`src/rtl/vga_sync_gen.sv`:
```
// -----------------------------------------------------------------------------
// vga_sync_gen
//   Raster timing source for the graphics generators. A clock divider produces
//   a one-clk pixel tick, and horizontal/vertical counters walk the full raster
//   including porches and sync. The current position is published as
//   pix_x/pix_y together with video_on.
//
//   hsync, vsync and the colour from the graphics mux are registered together
//   on the pixel tick. This gives all three monitor-facing signals the same
//   one-pixel latency relative to pix_x/pix_y.
//
// Ports
//   clk         in   1   system clock, all state on rising edge
//   reset       in   1   asynchronous, active-low
//   rgb_in      in   12  colour for the current pix_x/pix_y
//   pix_x       out  10  horizontal position (0..H_TOTAL-1)
//   pix_y       out  10  vertical position   (0..V_TOTAL-1)
//   video_on    out  1   position lies inside the active area
//   p_tick      out  1   one-clk pixel strobe; counters advance on it
//   frame_tick  out  1   one-clk strobe as pix_y steps V_DISPLAY-1 -> V_DISPLAY
//   hsync       out  1   registered horizontal sync, SYNC_POL when asserted
//   vsync       out  1   registered vertical sync, SYNC_POL when asserted
//   rgb_out     out  12  registered colour, forced to zero while blanked
// -----------------------------------------------------------------------------
module vga_sync_gen #(
  parameter int CLK_DIV   = 4,
  parameter int H_DISPLAY = 640,
  parameter int H_FRONT   = 16,
  parameter int H_SYNC    = 96,
  parameter int H_BACK    = 48,
  parameter int V_DISPLAY = 480,
  parameter int V_FRONT   = 10,
  parameter int V_SYNC    = 2,
  parameter int V_BACK    = 33,
  parameter bit SYNC_POL  = 1'b0
) (
  input  logic        clk,
  input  logic        reset,
  input  logic [11:0] rgb_in,
  output logic [9:0]  pix_x,
  output logic [9:0]  pix_y,
  output logic        video_on,
  output logic        p_tick,
  output logic        frame_tick,
  output logic        hsync,
  output logic        vsync,
  output logic [11:0] rgb_out
);

  localparam int H_TOTAL = H_DISPLAY + H_FRONT + H_SYNC + H_BACK;
  localparam int V_TOTAL = V_DISPLAY + V_FRONT + V_SYNC + V_BACK;

  localparam logic [9:0] H_LAST      = 10'(H_TOTAL - 1);
  localparam logic [9:0] V_LAST      = 10'(V_TOTAL - 1);
  localparam logic [9:0] H_ACT_END   = 10'(H_DISPLAY);
  localparam logic [9:0] V_ACT_END   = 10'(V_DISPLAY);
  localparam logic [9:0] V_ACT_LAST  = 10'(V_DISPLAY - 1);
  localparam logic [9:0] HS_FIRST    = 10'(H_DISPLAY + H_FRONT);
  localparam logic [9:0] HS_LAST     = 10'(H_DISPLAY + H_FRONT + H_SYNC - 1);
  localparam logic [9:0] VS_FIRST    = 10'(V_DISPLAY + V_FRONT);
  localparam logic [9:0] VS_LAST     = 10'(V_DISPLAY + V_FRONT + V_SYNC - 1);

  // Drive level of a sync line for a given "inside sync window" flag.
  function automatic logic sync_level(input logic act);
    return act ? SYNC_POL : ~SYNC_POL;
  endfunction

  // Colour passed to the DAC: the generator's colour only inside the active area.
  function automatic logic [11:0] blank_rgb(input logic on, input logic [11:0] rgb);
    return on ? rgb : 12'h000;
  endfunction

  logic [9:0]  h_p0;
  logic [9:0]  v_p0;
  logic        hs_act_p0;
  logic        vs_act_p0;
  logic        hsync_p1;
  logic        vsync_p1;
  logic [11:0] rgb_p1;

  // ---- stage 0: pixel-rate divider ----
  generate
    if (CLK_DIV <= 1) begin : g_no_div
      // Pixel rate equals clock rate: every edge is a pixel edge.
      assign p_tick = 1'b1;
    end else begin : g_div
      localparam int DIV_W = $clog2(CLK_DIV);
      localparam logic [DIV_W-1:0] DIV_LAST = DIV_W'(CLK_DIV - 1);

      logic [DIV_W-1:0] div_p0;

      always_ff @(posedge clk or negedge reset) begin
        if (!reset) begin
          div_p0 <= '0;
        end else if (div_p0 == DIV_LAST) begin
          div_p0 <= '0;
        end else begin
          div_p0 <= div_p0 + 1'b1;
        end
      end

      assign p_tick = (div_p0 == DIV_LAST);
    end
  endgenerate

  // ---- stage 0: raster counters ----
  always_ff @(posedge clk or negedge reset) begin
    if (!reset) begin
      h_p0 <= '0;
      v_p0 <= '0;
    end else if (p_tick) begin
      if (h_p0 == H_LAST) begin
        h_p0 <= '0;
        if (v_p0 == V_LAST) begin
          v_p0 <= '0;
        end else begin
          v_p0 <= v_p0 + 1'b1;
        end
      end else begin
        h_p0 <= h_p0 + 1'b1;
      end
    end
  end

  assign pix_x      = h_p0;
  assign pix_y      = v_p0;
  assign video_on   = (h_p0 < H_ACT_END) && (v_p0 < V_ACT_END);
  assign frame_tick = p_tick && (h_p0 == H_LAST) && (v_p0 == V_ACT_LAST);
  assign hs_act_p0  = (h_p0 >= HS_FIRST) && (h_p0 <= HS_LAST);
  assign vs_act_p0  = (v_p0 >= VS_FIRST) && (v_p0 <= VS_LAST);

  // ---- stage 1: monitor output register, advanced only on pixel edges ----
  // Reset forces the sync lines inactive at once so an interrupted frame never
  // leaves a stretched sync pulse on the cable.
  always_ff @(posedge clk or negedge reset) begin
    if (!reset) begin
      hsync_p1 <= sync_level(1'b0);
      vsync_p1 <= sync_level(1'b0);
      rgb_p1   <= 12'h000;
    end else if (p_tick) begin
      hsync_p1 <= sync_level(hs_act_p0);
      vsync_p1 <= sync_level(vs_act_p0);
      rgb_p1   <= blank_rgb(video_on, rgb_in);
    end
  end

  assign hsync   = hsync_p1;
  assign vsync   = vsync_p1;
  assign rgb_out = rgb_p1;

endmodule

```
`config.mk`:
```
export PLATFORM = sky130hd
export DESIGN_NAME = vga_sync_gen
export DESIGN_NICKNAME = d
export VERILOG_FILES = /design/src/rtl/vga_sync_gen.sv
export SDC_FILE = /design/constraint.sdc
export NUM_CORES = 1
export LEC_CHECK = 0
export CORE_MARGIN = 1.5
export CORE_UTILIZATION = 50
export DETAILED_ROUTE_END_ITERATION = 8
export DONT_BUFFER_PORTS = 1
export MAX_ROUTING_LAYER = met4
export PLACE_DENSITY = 0.75
export SLEW_MARGIN = 10
export SYNTH_ARGS = -nofsm -noshare
export SYNTH_HDL_FRONTEND = slang
export SYNTH_SLANG_ARGS = --single-unit
```
`constraint.sdc`:
```
create_clock -name clk -period 4.6 [get_ports clk]
set_input_delay 1.38 -clock clk [delete_from_list [all_inputs] [get_ports clk]]
set_output_delay 1.38 -clock clk [all_outputs]
set_load 0.05 [all_outputs]
```
# [After elaboration in Yosys (flattened, before gate mapping)]
# Index checks and enable logic that the tools add are counted.
[totals] ff_bits=36 latch_bits=0 ram_bits=0 romBits=0 out_inout_bits=37 mem_count=0
[op_classes] addsub=3 multipliers=0 div=0 order_cmp=6 eq_ne=4 shifts=0 mux=6 bitwise=0 n_reduce_logical=6
[op_table] operator="10-bit by 1-bit adder with 10-bit output, second input constant" n=2
[op_table] operator="10-bit equality test, second input constant" n=2
[op_table] operator="10-bit two-way mux" n=2
[op_table] operator="12-bit two-way mux" n=1
[op_table] operator="10-bit by 9-bit equality test with 1-bit output, second input constant" n=1
[op_table] operator="10-bit greater-or-equal comparator, second input constant" n=1
[op_table] operator="10-bit by 9-bit greater-or-equal comparator with 1-bit output, second input constant" n=1
[op_table] operator="10-bit <= comparator, second input constant" n=1
[op_table] operator="10-bit by 9-bit <= comparator with 1-bit output, second input constant" n=1
[op_table] operator="10-bit < comparator, second input constant" n=1
[op_table] operator="10-bit by 9-bit < comparator with 1-bit output, second input constant" n=1
[op_table] operator="1-bit logical AND" n=5
[op_table] operator="2-bit by 1-bit adder with 2-bit output, second input constant" n=1
[op_table] operator="2-bit equality test, second input constant" n=1
[op_table] operator="1-bit two-way mux" n=2
[op_table] operator="2-bit two-way mux" n=1
[op_table] operator="2-bit AND reduction" n=1

# [Depth between registers and ports, before layout]
# Gate-level depths: netlist of the first run.
[logic_depth] ltp_word=3 mapped_depth=6 ltp_nobuf=6

# [Worst setup path before layout of the first run]
# OpenSTA, ideal clock, no wires.
[synth_path] path_type="flip-flop to output port" startpoint="register g_div.div_p0[0]" endpoint="output port frame_tick" arrival_time_ns=3.095 t_required_ns=3.220 slack_ns=0.125 stages_incl_launch_ff=7 path_cell_list="dfrtp_1 > ha_1 > clkbuf_1 > nand4_1 > nor3_2 > nand3_1 > nor3_1"
[synth_via] elab_chain_len=3
[synth_lines] element="start, declared" line="90" rtl="logic [DIV_W-1:0] div_p0;"
[synth_lines] element="start signal, assigned" line="98" rtl="div_p0 <= div_p0 + 1'b1;"
[synth_lines] element="2-bit equality test" line="102" rtl="assign p_tick = (div_p0 == DIV_LAST);"
[synth_lines] element="net p_tick" line="43" rtl="output logic p_tick,"
[synth_lines] element="1-bit logical AND (2 in a row)" line="128" rtl="assign frame_tick = p_tick && (h_p0 == H_LAST) && (v_p0 == V_ACT_LAST);"
[synth_lines] element="end, declared" line="44" rtl="output logic frame_tick,"
# The timed path passes the listed nets, and every way through them passes these cells.

# [Worst setup path in the final report of the first run]
[layout_path] startpoint="register h_p0[4] (netlist: pix_x[4])" endpoint="output port frame_tick"
[layout_via] elab_chain_len=3
[layout_lines] element="start, declared" line="73" rtl="logic [9:0] h_p0;"
[layout_lines] element="start signal, assigned" line="120" rtl="h_p0 <= h_p0 + 1'b1;"
[layout_lines] element="10-bit equality test" line="128"
[layout_lines] element="1-bit logical AND (2 in a row)" line="128"
# Every way passes these cells.

==> summary.md, run 1 <==
| Metric | Value |
|---|---|
| Library cells used by synthesis | `38` |
| PostCTS Resize Cnt | `0` |
| Core Footprint | `roughly 3300 um^2` |
| Die H | `62.2 um` |
| Mapped Nets | `198` |
| Status | `finished clean` |
| Post-CTS Setup Inserts | `0` |
| Placed instance count | `220` |
| CTS buffer count | `5` |
| Diode count | `0` |
| Final hold vios | `0` |
| Vias | `1322` |
| CP Data Required Time | `roughly 3.2 ns` |
| Warnings from Yosys | `0` |
| Clock sinks | `36` |
| Latest clock arrival within the worst-skew pair | `0.34 ns` |
| Worst hold path class | `reg -> reg` |
| Crit path time final | `4.01 ns` |
| Pleak | `0.000830 uW` |
| Switch Pwr | `133 uW` |
| Port Buffers | `0` |
| Initial antenna violation count | `0` |
| Gr usage total | `19.5%` |
| Pre-antenna DRT Iters | `4` |
| 1st-iter DRT viols | `37` |
| Setup violations, final | `0` |
| Int Power | `around 550 uW` |
| Multi-input gate area | `about 740 um^2` |
| CP max-delay cell | `dfrtp_1` |
| Sequential cell area fraction in the yosys report | `51.6%` |
| First-pass GRT wire length | `5810 um` |
| Cell taking the most area after synthesis | `dfrtp_1` |
| Pwr Density | `354 nW/um^2` |
| I/O pin cnt | `51` |
| Synth top area share | `approximately half` |
| Final Instance Area | `between 1500 and 2000 um^2` |
| Layout cells sized above 1 | `8.79%` |
| Die Area | `around 3900 um^2` |
| CP max stage delay | `0.77 ns` |
| Post-Layout Cell Count | `228` |
| Cell count after synthesis | `179` |
| WL final | `about 3600 um` |
| RD Place Congestion | `0.853` |
| Largest net degree at the start of global routing | `38` |
| Sw Ratio | `19.5%` |
| GRT overflow | `0` |
| Num rows | `21` |
| H-tree depth | `2` |
| CTS Buffer Depth | `2` |
| DIE WIDTH | `62.2 um` |
| Register share of total power | `50.6%` |
| Vias in the first global route | `1264` |
| CP Cell Sequence | `or4b_1 > nor3_2 > nand3_1 > nor3_1 > buf_4` |
| Max-Cap Viols | `0` |
| Critical path type | `reg -> out` |
| VDD IR max | `0.236 mV` |
| Syn avg cell area | `9.78 um^2` |
| Final ANT Viol Nets | `0` |
| Hold-fix buffers, CTS | `0` |
| Crit Path Max Fanout | `8` |
| Fin crit share | `about 87%` |
| Max Clock Freq | `0.249 GHz` |
| CTS Root Cell | `clkbuf_4` |
| Startpoint Class | `flop` |
| Final TNS setup | `0 ns` |
| Post-synth design cell area | `about 1800 um^2` |
| Routed vias/inst | `5.80` |
| Initial core utilization | `52.5%` |
| Drc violations | `0` |
| Delay-heaviest family, CP | `simple AND/OR/NAND/NOR gates` |
| Placed cell areas | `around 1800 um^2` |
| RSZ-0062 raised after global routing | `no` |
| Synth-to-layout area growth | `9.79%` |
| Fillers | `290` |
| Reg area | `around 900 um^2` |
| Arrival time worst endpoint | `2.63 ns` |
| Synthesized flop and latch total | `36` |
| Reg clk slew, reported paths | `0.11 ns` |
| Clock network fraction of total power | `48.6%` |
| Comb pwr share | `0.8%` |
| Clock Skews | `just over 0.01 ns` |
| DP Wirelength | `about 2500 um` |
| Post-layout nets | `200` |
| Worst setup EP type | `primary output` |
| CTS tree | `done` |
| Routed wire per std cell | `approximately 16 um` |
| Max Slew Vio Count | `0` |
| Power, Total | `681 uW` |
| Worst path bufs/invs | `1` |
| Util after Layout | `57.6%` |
| Slew HR | `53.4%` |
| Largest cells by area after synthesis | `dfrtp_1 49%, nand2_1 4.7%, o22ai_1 4.3%` |
| Worst slew pin tran | `0.699 ns` |
-- cell families (layout without fill, tap and decap cells) --
logic type	count (synthesis)	in the layout	synth area share, %
DFF	36	36	51.6
adders and majority gates	5	5	3.57
buffers and inverters	26	29	6.08
xor gates and xnor gates	11	11	5.50
AOI/OAI and AO/OA	30	30	11.0
and+or+nand+nor	71	71	22.2
-- final cells by class --
type,count,share of cell area (%)
inverter,18,3.52
tap,46,2.99
clock buffer,5,1.95
clock inverter,3,4.69
sequential,36,47.0
timing repair buffer,3,1.17
multi-input combinational,117,38.7
-- per-stage QoR --
step / hold WS (ns) / setup WS (ns)
2_1_floorplan: 0.403 / 0.125
3_3_place_gp: 0.419 / 1.03
3_5_place_dp: 0.425 / 1.00
4_1_cts: 0.441 / 0.608
5_1_grt: 0.477 / 0.404
6_report: 0.440 / 0.591
-- state kept, by name, summed over array words and instances, names as in the netlist --
signal,count
rgb_out,12
pix_y,10
pix_x,10
hsync,1
g_div.div_p0,2
vsync,1
-- final timing paths --
path / start / endpoint / slack (ns) / cells past startpoint
max: pix_x[4] / frame_tick / 0.59 / 5
min: g_div.div_p0[0] / g_div.div_p0[0] / 0.44 / 1
max reg2reg: pix_x[4] / pix_y[9] / 2.04 / 4
min reg2reg: g_div.div_p0[0] / g_div.div_p0[0] / 0.44 / 1
max in group asynchronous: reset / vsync / 3.71 / 0
min in group asynchronous: reset / pix_y[9] / 0.72 / 0
-- synthesized netlist by cell type (all sizes together) --
library cell,count
dfrtp,34
nand2,22
inv,18
o22ai,12
nand3,9
nor2,9
nand4,8
xnor2,8
nor3,7
o21ai,7
clkbuf,6
ha,5
and3,4
xor2,3
a21oi,2
buf,2
dfstp,2
nor4,2
nor4b,2
o311ai,2
or4b,2
a22oi,1
a2bb2oi,1
a31oi,1
and3b,1
nand2b,1
nand3b,1
nand4b,1
nor4bb,1
o211ai,1
o2bb2ai,1
o31ai,1
o41ai,1
or3,1
-- placed cells by master (no fill, tap or decap), types with 4 or more instances in the layout --
cell / netlist / routed
and3_1: 4 / 4
nand3_1: 9 / 9
ha_1: 5 / 4
inv_1: 18 / 18
o22ai_1: 12 / 12
xnor2_1: 8 / 8
nand2_1: 22 / 22
clkbuf_4: 0 / 5
dfrtp_1: 34 / 34
nor2_1: 9 / 9
nor3_1: 6 / 6
o21ai_0: 4 / 4
nand4_1: 8 / 8
-- power groups by stage --
stage          combinational, uW  clock, uW  sequential, uW
4_1_cts                     5.81        339             345
2_1_floorplan               4.91          0             350
6_report                    5.68        331             345
5_1_grt                     6.75        351             345
3_3_place_gp                5.32          0             351
3_5_place_dp                5.78          0             351
-- per-layer routing --
layer / up-vias / share of wire (%) / wire (um) / track usage (%)
li1: 635 / - / - / -
met3: 7 / 6.6 / 235 / 7.43
met4: 0 / 1.6 / 56 / 7.22
met2: 51 / 49 / 1750 / 30.7
met1: 629 / 43 / 1550 / 22.9
met5: - / 0 / 0 / -
Note: power is estimated with default switching activity, not from simulation.
==> inputs of run 2 (changes only) <==
RECOVER_POWER = 50   (was unset)
==> run 2 against run 1 <==
Compared with the run above:
- the run now ends with max-capacitance violations, max-slew violations left
- sequential power is essentially flat
- sequential share of layout area increased by 0.15 points
- critical path depth unchanged
- count of clock-buffer cells in the layout unchanged
- die area did not move
- cell count unchanged
- global-route usage unchanged
- non-clock buffer count stayed put
- clock skew up 0.00053 ns
- total power is essentially flat
- highest routed layer unchanged
==> summary.md, run 2 (synthesis results as in run 1) <==
| Metric | Value |
|---|---|
| Status | `complete, but fails checks` |
| Failing checks | `max-capacitance violations, max-slew violations` |
| Final ANT Viol Nets | `0` |
| Max-Cap Viols | `1` |
| Diode count | `0` |
| Worst setup EP type | `primary output` |
| CP Data Required Time | `3.22 ns` |
| 1st-iter DRT viols | `34` |
| Largest net degree at the start of global routing | `38` |
| Pwr Density | `355 nW/um^2` |
| Fin crit share | `86.6%` |
| PostCTS Resize Cnt | `0` |
| Clock sinks | `36` |
| RD Place Congestion | `about 0.85` |
| GRT overflow | `0` |
| Pleak | `0.000827 uW` |
| Port Buffers | `0` |
| Hold-fix buffers, CTS | `0` |
| Slew HR | `-25.2%` |
| Final TNS setup | `0 ns` |
| Critical path type | `reg -> out` |
| Top sig layer | `met4` |
| I/O pin cnt | `51` |
| CP Cell Sequence | `or4b_1 > nor3_2 > nand3_1 > nor3_1 > buf_4` |
| Worst slew pin tran | `1.88 ns` |
| Latest clock arrival within the worst-skew pair | `0.34 ns` |
| Core Footprint | `3340 um^2` |
| Gr usage total | `19.5%` |
| Power, Total | `about 680 uW` |
| Routed wire per std cell | `15.7 um` |
| Wl on met1 | `1530 um` |
| CTS tree | `done` |
| DP Wirelength | `2500 um` |
| Leading cell type in the layout, fill and taps excluded | `dfrtp_1` |
| Setup violations, final | `0` |
| Max Clock Freq | `0.251 GHz` |
| CP max stage delay | `around 0.77 ns` |
| WL final | `3580 um` |
| CTS Root Cell | `clkbuf_4` |
| First-pass GRT wire length | `5810 um` |
| Die H | `62.2 um` |
| DR WL met2 | `1770 um` |
| Drc violations | `0` |
| CTS buffer count | `5` |
| Delay-heaviest family, CP | `simple AND/OR/NAND/NOR gates` |
| Synth-to-layout area growth | `9.44%` |
| Routed wl met3 | `229 um` |
| Arrival time worst endpoint | `2.61 ns` |
| Max Slew Vio Count | `37` |
| Crit path time final | `3.99 ns` |
| Vias in the first global route | `1264` |
| Post-CTS Setup Inserts | `0` |
| Final hold vios | `0` |
| Initial antenna violation count | `0` |
| Crit Path Max Fanout | `8` |
| Layout cells sized above 1 | `7.69%` |
| Initial core utilization | `~52%` |
| Vias | `1325` |
| DIE WIDTH | `62.2 um` |
| Final WS setup | `0.614 ns` |
| Pre-CTS WS | `between 0.9 and 1 ns` |
| Reg clk slew, reported paths | `about 0.11 ns` |
| Die Area | `~3900 um^2` |
| Post-layout nets | `200` |
| H-tree depth | `2` |
| Most frequent cells in the layout | `34 x dfrtp_1, 22 x nand2_1, 18 x inv_1` |
| Startpoint Class | `flop` |
| Worst path bufs/invs | `1` |
| Fillers | `291` |
| CP max-delay cell | `dfrtp_1` |
| VDD IR max | `approximately 0.24 mV` |
| Pre-antenna DRT Iters | `4` |
| Max reg flops | `12` |
| CTS Buffer Depth | `2` |
| Num rows | `21` |
| RSZ-0062 raised after global routing | `no` |
| Clock Skews | `0.0108 ns` |
| Routed vias/inst | `roughly 5.8` |
| Worst hold path class | `reg -> reg` |
## run 2: metrics by stage
stage               hold slack (ns)  util, %  cell area (um^2)  std cells
CTS                           0.441     57.6              1920        228
detailed placement            0.425     53.8              1790        220
global placement              0.419     53.8              1790        220
finish                        0.435     57.4              1920        228
global route                  0.473     57.4              1920        228
floorplan                     0.403        -              1750        179
## run 2: metal layers
layer | up-vias | track usage, %
li1 | 635 | -
met2 | 50 | 30.7
met3 | 5 | 7.43
met5 | - | -
met1 | 635 | 22.9
met4 | 0 | 7.22
## run 2: final cells by class
type / instances / area [um^2] / area share, %
Clock buffer: 5 / 37.5 / 1.96
Clock inverter: 3 / 90.1 / 4.70
Inverter: 18 / 67.6 / 3.53
Multi-Input combinational cell: 117 / 741 / 38.7
Sequential cell: 36 / 903 / 47.2
Tap cell: 46 / 57.6 / 3.00
Timing Repair Buffer: 3 / 18.8 / 0.980
## run 2: worst paths after layout
path | slack (ns) | endpoint | cells past startpoint | from
min in group asynchronous | 0.72 | pix_y[9] | 0 | reset
worst max-delay path | 0.61 | frame_tick | 5 | pix_x[4]
worst max register to register | 1.69 | pix_x[7] | 6 | g_div.div_p0[0]
worst min-delay path | 0.43 | g_div.div_p0[0] | 1 | g_div.div_p0[0]
max in group asynchronous | 3.71 | vsync | 0 | reset
worst min register to register | 0.43 | g_div.div_p0[0] | 1 | g_div.div_p0[0]
## run 2: where the power goes
group,leakage [uW],total [uW],switching [uW],internal [uW]
Sequential,0.000454,345,23.1,322
Combinational,0.000308,5.70,2.68,3.02
Clock,0.0000654,331,107,224
Total,0.000827,681,133,548
